--- src/rtl/pipeline_hazard_ctrl.sv ---
// Stall/flush sequencer for the 5-stage pipeline: load-use, branch squash, memory freeze, MDU interlock.
// Controls are combinational from current hazards; only the MDU/wait/perf counters are registered.
module pipeline_hazard_ctrl #(
   parameter int MDU_LATENCY = 32,
   parameter int MEM_TIMEOUT = 255,
   parameter int PERF_W      = 16
) (
   input  logic              clk,
   input  logic              rst,
   input  logic [4:0]        id_rs,
   input  logic [4:0]        id_rt,
   input  logic              id_uses_rt,
   input  logic              id_mdu_op,
   input  logic              id_reads_hilo,
   input  logic              ex_memread,
   input  logic [4:0]        ex_rt,
   input  logic              ex_branch_taken,
   input  logic              mem_req,
   input  logic              mem_ready,
   output logic              pc_we,
   output logic              ifid_we,
   output logic              idex_we,
   output logic              exmem_we,
   output logic              memwb_we,
   output logic              ifid_flush,
   output logic              idex_flush,
   output logic              mdu_start,
   output logic              mdu_busy,
   output logic [1:0]        stall_cause,
   output logic              mem_timeout,
   output logic [PERF_W-1:0] stall_cycles
);

   localparam logic [1:0] CAUSE_RUN      = 2'd0;
   localparam logic [1:0] CAUSE_LOAD_USE = 2'd1;
   localparam logic [1:0] CAUSE_MDU_WAIT = 2'd2;
   localparam logic [1:0] CAUSE_MEM_WAIT = 2'd3;

   localparam logic [5:0] MDU_LAT  = 6'(MDU_LATENCY);
   localparam logic [7:0] WAIT_MAX = 8'(MEM_TIMEOUT);

   logic [5:0]        mdu_cnt_q, mdu_cnt_d;
   logic [7:0]        wait_cnt_q, wait_cnt_d;
   logic              mem_timeout_q, mem_timeout_d;
   logic [PERF_W-1:0] stall_cycles_q, stall_cycles_d;

   logic memw;
   logic lu;
   logic mw;
   logic cnt_nz;

   always_comb begin
      cnt_nz = (mdu_cnt_q != 6'd0);
      memw   = mem_req & ~mem_ready;
      lu     = ex_memread & (ex_rt != 5'd0) &
               ((ex_rt == id_rs) | (id_uses_rt & (ex_rt == id_rt)));
      mw     = cnt_nz & (id_mdu_op | id_reads_hilo);
   end

   // Priority: memory freeze, then branch squash, then load-use, then MDU interlock.
   always_comb begin
      pc_we       = 1'b1;
      ifid_we     = 1'b1;
      idex_we     = 1'b1;
      exmem_we    = 1'b1;
      memwb_we    = 1'b1;
      ifid_flush  = 1'b0;
      idex_flush  = 1'b0;
      mdu_start   = 1'b0;
      mdu_busy    = cnt_nz;
      stall_cause = CAUSE_RUN;
      if (rst) begin
         pc_we      = 1'b0;
         ifid_we    = 1'b0;
         idex_we    = 1'b0;
         exmem_we   = 1'b0;
         memwb_we   = 1'b0;
         ifid_flush = 1'b1;
         idex_flush = 1'b1;
         mdu_busy   = 1'b0;
      end else if (memw) begin
         pc_we       = 1'b0;
         ifid_we     = 1'b0;
         idex_we     = 1'b0;
         exmem_we    = 1'b0;
         memwb_we    = 1'b0;
         stall_cause = CAUSE_MEM_WAIT;
      end else if (ex_branch_taken) begin
         ifid_flush = 1'b1;
         idex_flush = 1'b1;
      end else if (lu || mw) begin
         // Hold PC and IF/ID, inject a bubble into EX, let older stages drain.
         pc_we       = 1'b0;
         ifid_we     = 1'b0;
         idex_flush  = 1'b1;
         stall_cause = lu ? CAUSE_LOAD_USE : CAUSE_MDU_WAIT;
      end else begin
         mdu_start = id_mdu_op;
      end
   end

   always_comb begin
      mdu_cnt_d = mdu_cnt_q;
      if (mdu_start) begin
         mdu_cnt_d = MDU_LAT;
      end else if (cnt_nz) begin
         mdu_cnt_d = mdu_cnt_q - 6'd1;
      end

      wait_cnt_d = 8'd0;
      if (memw) begin
         wait_cnt_d = (wait_cnt_q >= WAIT_MAX) ? WAIT_MAX : wait_cnt_q + 8'd1;
      end

      // Report-only: the pipeline stays frozen until the memory answers.
      mem_timeout_d = mem_timeout_q | (memw & (wait_cnt_d == WAIT_MAX));

      stall_cycles_d = stall_cycles_q;
      if (!pc_we && (stall_cycles_q != {PERF_W{1'b1}})) begin
         stall_cycles_d = stall_cycles_q + PERF_W'(1);
      end
   end

   always_ff @(posedge clk) begin
      if (rst) begin
         mdu_cnt_q      <= 6'd0;
         wait_cnt_q     <= 8'd0;
         mem_timeout_q  <= 1'b0;
         stall_cycles_q <= '0;
      end else begin
         mdu_cnt_q      <= mdu_cnt_d;
         wait_cnt_q     <= wait_cnt_d;
         mem_timeout_q  <= mem_timeout_d;
         stall_cycles_q <= stall_cycles_d;
      end
   end

   assign mem_timeout  = mem_timeout_q;
   assign stall_cycles = stall_cycles_q;

endmodule

--- config.mk ---
export PLATFORM = sky130hd
export DESIGN_NAME = pipeline_hazard_ctrl
export DESIGN_NICKNAME = d
export VERILOG_FILES = /design/src/rtl/pipeline_hazard_ctrl.sv
export SDC_FILE = /design/constraint.sdc
export NUM_CORES = 1
export LEC_CHECK = 0
export CAP_MARGIN = 20
export CORE_AREA = 5 5 94 96
export DETAILED_ROUTE_END_ITERATION = 6
export DIE_AREA = 0 0 99 101
export HOLD_SLACK_MARGIN = 0.1
export PLACE_DENSITY = 0.46
export RECOVER_POWER = 25
export SLEW_MARGIN = 20
export SYNTH_ARGS = -nofsm -noshare
export SYNTH_HDL_FRONTEND = slang
export SYNTH_SLANG_ARGS = --single-unit
--- constraint.sdc ---
create_clock -name clk -period 2.1 [get_ports clk]
set_clock_uncertainty 0.2 [all_clocks]
set_input_delay 0.315 -clock clk [delete_from_list [all_inputs] [get_ports clk]]
set_output_delay 0.315 -clock clk [all_outputs]
set_load 0.02 [all_outputs]
* Word-level counts from Yosys, hierarchy flattened
Cells that the tools add are included.
** Cells by class
- Bitwise logic cells :: 10
- Reductions and logical operators :: 7
- $add $sub $neg :: 3
- Multiplexer cells :: 27
- Eq/ne operators :: 4
- Magnitude comparators :: 1
** Operator list (number)
- 1-bit 2-to-1 mux :: 18
- 16-bit by 1-bit adder with 16-bit output, second input constant :: 1
- 8-bit 2-to-1 mux :: 2
- 16-bit inequality test, second input constant :: 1
- 6-bit 2-to-1 mux :: 2
- 5-bit equality test :: 2
- 2-bit 2-to-1 mux :: 5
- 8-bit by 1-bit adder with 8-bit output, second input constant :: 1
- 8-bit equality test, second input constant :: 1
- 8-bit >= comparator, second input constant :: 1
- 1-bit AND :: 6
- 6-bit nonzero test :: 1
- 6-bit by 1-bit subtractor with 6-bit output, second input constant :: 1
- 5-bit nonzero test :: 1
- 1-bit bitwise OR :: 3
- 2-bit nonzero test :: 1
- 2-bit OR reduction :: 1
- 1-bit logical AND :: 1
- 1-bit zero test :: 1
- 1-bit logical OR :: 1
- 1-bit inverter :: 1
** Storage, ports and cells
- Register bits after elaboration :: 31
- Output and inout port bits :: 28

* Logic depth before layout (Yosys ltp)
- Word-level depth :: 11
- Mapped depth :: 10

* Worst setup path after synthesis
OpenSTA, ideal clock, no wires.
- Kind :: in2out
- Start :: input port ex_rt[1]
- End :: output port stall_cause[1]
- Stages :: 4
- Path slack :: -0.393 ns
- Data required time :: 1.585 ns
- Buffers on the path :: 0
- Arrival :: 1.978 ns
- Cell sequence :: or4_1 -> o21ai_1 -> nor2_1 -> o41ai_1
** On the way
- Word-level cells in the longest chain between the ends :: 9
- Elaborated cells on any way between the ends :: 13
** Ends and longest elaborated chain
- from (decl) :: RTL line 16 : input logic [4:0] ex_rt,
- 5-bit equality test :: RTL line 56 : ((ex_rt == id_rs) | (id_uses_rt & (ex_rt == id_rt)));
- 1-bit AND :: RTL line 56
- 1-bit bitwise OR :: RTL line 56
- 1-bit AND (*) :: RTL line 55 : lu = ex_memread & (ex_rt != 5'd0) &
- 2-bit 2-to-1 mux or 1-bit logical OR (tied branches) :: RTL line 96, 91
- 2-bit 2-to-1 mux (*) :: RTL line 91 : end else if (lu || mw) begin
- 2-bit 2-to-1 mux (*) :: RTL line 88 : end else if (ex_branch_taken) begin
- 2-bit 2-to-1 mux (*) :: RTL line 81 : end else if (memw) begin
- 2-bit 2-to-1 mux (*) :: RTL line 72 : if (rst) begin
- to (decl) :: RTL line 29 : output logic [1:0] stall_cause,
Mark *: on every way between the ends. The rest lies on a longest branch, timed or not.

* Final worst setup path
- Start :: register mdu_cnt_q[3]
- End :: output port mdu_start
** On the way
- Word-level cells in the longest chain between the ends :: 7
** Ends and longest elaborated chain
- from (decl) :: RTL line 42 : logic [5:0] mdu_cnt_q, mdu_cnt_d;
- from (signal assigned) :: RTL line 131 : mdu_cnt_q <= mdu_cnt_d;
- 6-bit nonzero test :: RTL line 53 : cnt_nz = (mdu_cnt_q != 6'd0);
- 1-bit AND :: RTL line 57 : mw = cnt_nz & (id_mdu_op | id_reads_hilo);
- 1-bit logical OR :: RTL line 91
- 1-bit 2-to-1 mux :: RTL line 91
- 1-bit 2-to-1 mux :: RTL line 88
- 1-bit 2-to-1 mux :: RTL line 81
- 1-bit 2-to-1 mux :: RTL line 72
- to (decl) :: RTL line 27 : output logic mdu_start,
No other way between the ends.

==> flow_summary.toml <==
[cts]
cts-root-buf = "clkbuf_8"
path_clk_slew_ps = 70
htree_levels = 2
cts_tree = "done"
clkLatencyLatePin_ps = 280
cts.sinks = 31
cts_buffers = 5
clockBufferDepth = 2

[hold_path]
min_to = "wait_cnt_q[0]$_SDFF_PP0_"
min_path_type = "reg2reg"
worstHoldStart = "wait_cnt_q[0]$_SDFF_PP0_"
holdPathStages = 1

[drt]
vias = 1882
drc_errors = 0
firstDrtPassIters = 4
drt-total-wl_mm = 5.07
avgRoutedWirePerCell_um = 11.8
ant_nets = 0
drtIter0Drc = 61
viasPerCell = 4.37

[logic_synthesis]
yosysWarnings = 0
synth_top_area_cell = "dfxtp_1"
synth.area.top_cells = "dfxtp_1, xor2_1, a21oi_1, nor2_1, or3_1"
yosysTopAreaCellShare = 0.352
synth_nets = 239
synth_flop_cell = "dfxtp_1"
async_flop_share = 0
synthTopCellsByCount = "dfxtp_1, nor2_1, a21oi_1, xor2_1"
synth-edff-count = 0
yosysSeqAreaShare = 0.352
synth.distinct_cells = 44
syn_inst = 211
postSynthAreaPerCell_um2 = 8.36
netlist_area_um2 = 1760
synth_most_common_cell = "dfxtp_1"
ys_seq_elements = 31

[die]
rows = 33
io_pins = 52
die_w_um = 99
die_area_um2 = 10000
dieHeight_um = 101
initial_core_util = 0.221
core_um2 = 7970

[sta]
worst_slack_ps = -275
holdWs_ps = 292
finalCriticalPeriod_ps = 2370
fin_crit_sh = 1.13
tightest_slew_ps = 345
slew_headroom = 0.769
hold_viol_final = 0
fin_setup_tns_ps = -3770
rsz0062_at_grt = "yes"
maxSlewViolCount = 0
max_freq_mhz = 421
setup_violations = 21

[global_route]
grt_pass1_vias = 1824
grt_use_met2 = 0.186
grt_overflow_total = 0
grtUsageMet3 = 0.0256
grt_max_degree = 25
grt_pass1_wl_mm = 8.34
busiest_layer = "met2"
grt_usage = 0.103
antenna_found_initial = 0
grt_use_met1 = 0.120

[outcome]
status = "complete, but fails checks"
violations = "setup timing"

[setup_path]
critical_path.max_fanout = 4
critical_path.startpoint = "mdu_cnt_q[3]$_SDFFE_PP0P_"
r2r_start = "stall_cycles[0]$_SDFFE_PP0P_"
worst_r2r_endpoint = "stall_cycles[15]$_SDFFE_PP0P_"
crit_type = "reg2out"
critical_path_arrival_ps = 1860
critPathCaptureType = "output port"
rrSetupSlack_ps = -250
worstSetupStartpointType = "flop"
cp.required_ps = 1580
reg2regPathDepth = 11

[cells_and_area]
fill_cells = 809
diodes = 0
layout.nets = 354
area_growth_pct = 75.5
final_layout_size_suffix_gt1_frac = 0.436

[placed_design]
pre_cts_slack_ps = -1090
place.gp.congestion = 0.725
dpl.hpwl_mm = 3.93
portBuffers = 51

[pwr]
power.density_nw_per_um2 = 691
ir_worst_vdd_mv = 0.395
p_leak_nw = 1.25

[job]
drv_cap = 0
-- worst max-delay path, cell delays in order (launching register included) --
cell     delay (ps)
dfxtp_1         310
or3_4           400
o32ai_4         300
nor2b_4         240
and3_4          210
buf_6           110
-- cells by family (layout without fill, tap and decap cells) --
kind of cell / count (synthesis) / count (layout) / synth area share
xor gates and xnor gates: 19 / 19 / 0.0944
and+or+nand+nor: 90 / 90 / 0.293
AOI/OAI and AO/OA: 44 / 44 / 0.148
muxes: 5 / 5 / 0.0305
DFF: 31 / 31 / 0.352
adders and majority gates: 4 / 4 / 0.0284
buffers and inverters: 18 / 133 / 0.0539
-- routing by layer --
| metal | share of wire | vias to the layer above |
|---|---|---|
| li1 | - | 978 |
| met1 | 0.45 | 858 |
| met2 | 0.50 | 39 |
| met3 | 0.039 | 7 |
| met4 | 0.0099 | 0 |
| met5 | 0 | - |
-- power breakdown --
group,total (mW),switching (mW),internal [mW]
Sequential,0.687,0.0373,0.650
Clock,0.486,0.229,0.257
Combinational,0.965,0.432,0.533
-- worst max path at each step --
stage | depth (start not counted) | endpoint
final | 5 | mdu_start
after floorplan | 7 | stall_cycles[13]$_SDFFE_PP0P_
after CTS | 5 | mdu_start
after global routing | 11 | stall_cycles[1]$_SDFFE_PP0P_
after global placement | 7 | mdu_start
after detailed placement | 7 | mdu_start
-- layout by cell type, fill, tap and decap left out, types with 3 or more instances in the layout --
cell and n:
a21oi_1 19, dfxtp_1 17, o21ai_4 3, inv_2 3, nor3_1 6, nand2_1 10, clkbuf_8 6, clkdlybuf4s50_1 24
nand3_1 7, dfxtp_2 14, xor2_1 13, nand2b_1 3, nor2b_1 3, nor4_4 3, nor2_2 3, xnor2_1 6
o21ai_1 6, buf_2 9, buf_4 57, nand4_1 4, nor3_2 3, or3_1 8, dlygate4sd2_1 6, buf_6 15
nor2_1 20, inv_1 7
-- timing repair --
action	CTS	global route
gates resized for setup	131	15
endpoints found under the setup margin	29	24
cloned	0	0
hold buffers	0	0
pin swaps	30	10
setup buffers	7	6
-- metrics by stage --
step                cell area, µm²  instances  total power, mW   util
global route                  3090        431             2.28  0.388
global placement              2800        413             1.50  0.351
CTS                           3030        427             2.15  0.381
finish                        3090        431             2.14  0.388
detailed placement            2800        413             1.51  0.351
floorplan                     1810        211             1.12      -
-- cell type report --
| type | count | area (µm²) | area share |
|---|---|---|---|
| well taps | 105 | 131 | 0.0425 |
| repair buffers | 116 | 972 | 0.314 |
| clock inverters | 1 | 5.00 | 0.00162 |
| inverters | 10 | 37.5 | 0.0121 |
| clock buffers | 6 | 82.6 | 0.0267 |
| flip-flops and latches | 31 | 638 | 0.206 |
| multi-input cells | 162 | 1230 | 0.397 |
-- state kept, by name (all words and copies together) (netlist names) --
register,count
mem_timeout,1
wait_cnt_q,8
mdu_cnt_q,6
stall_cycles,16
Note: power is estimated with default switching activity, not from simulation.
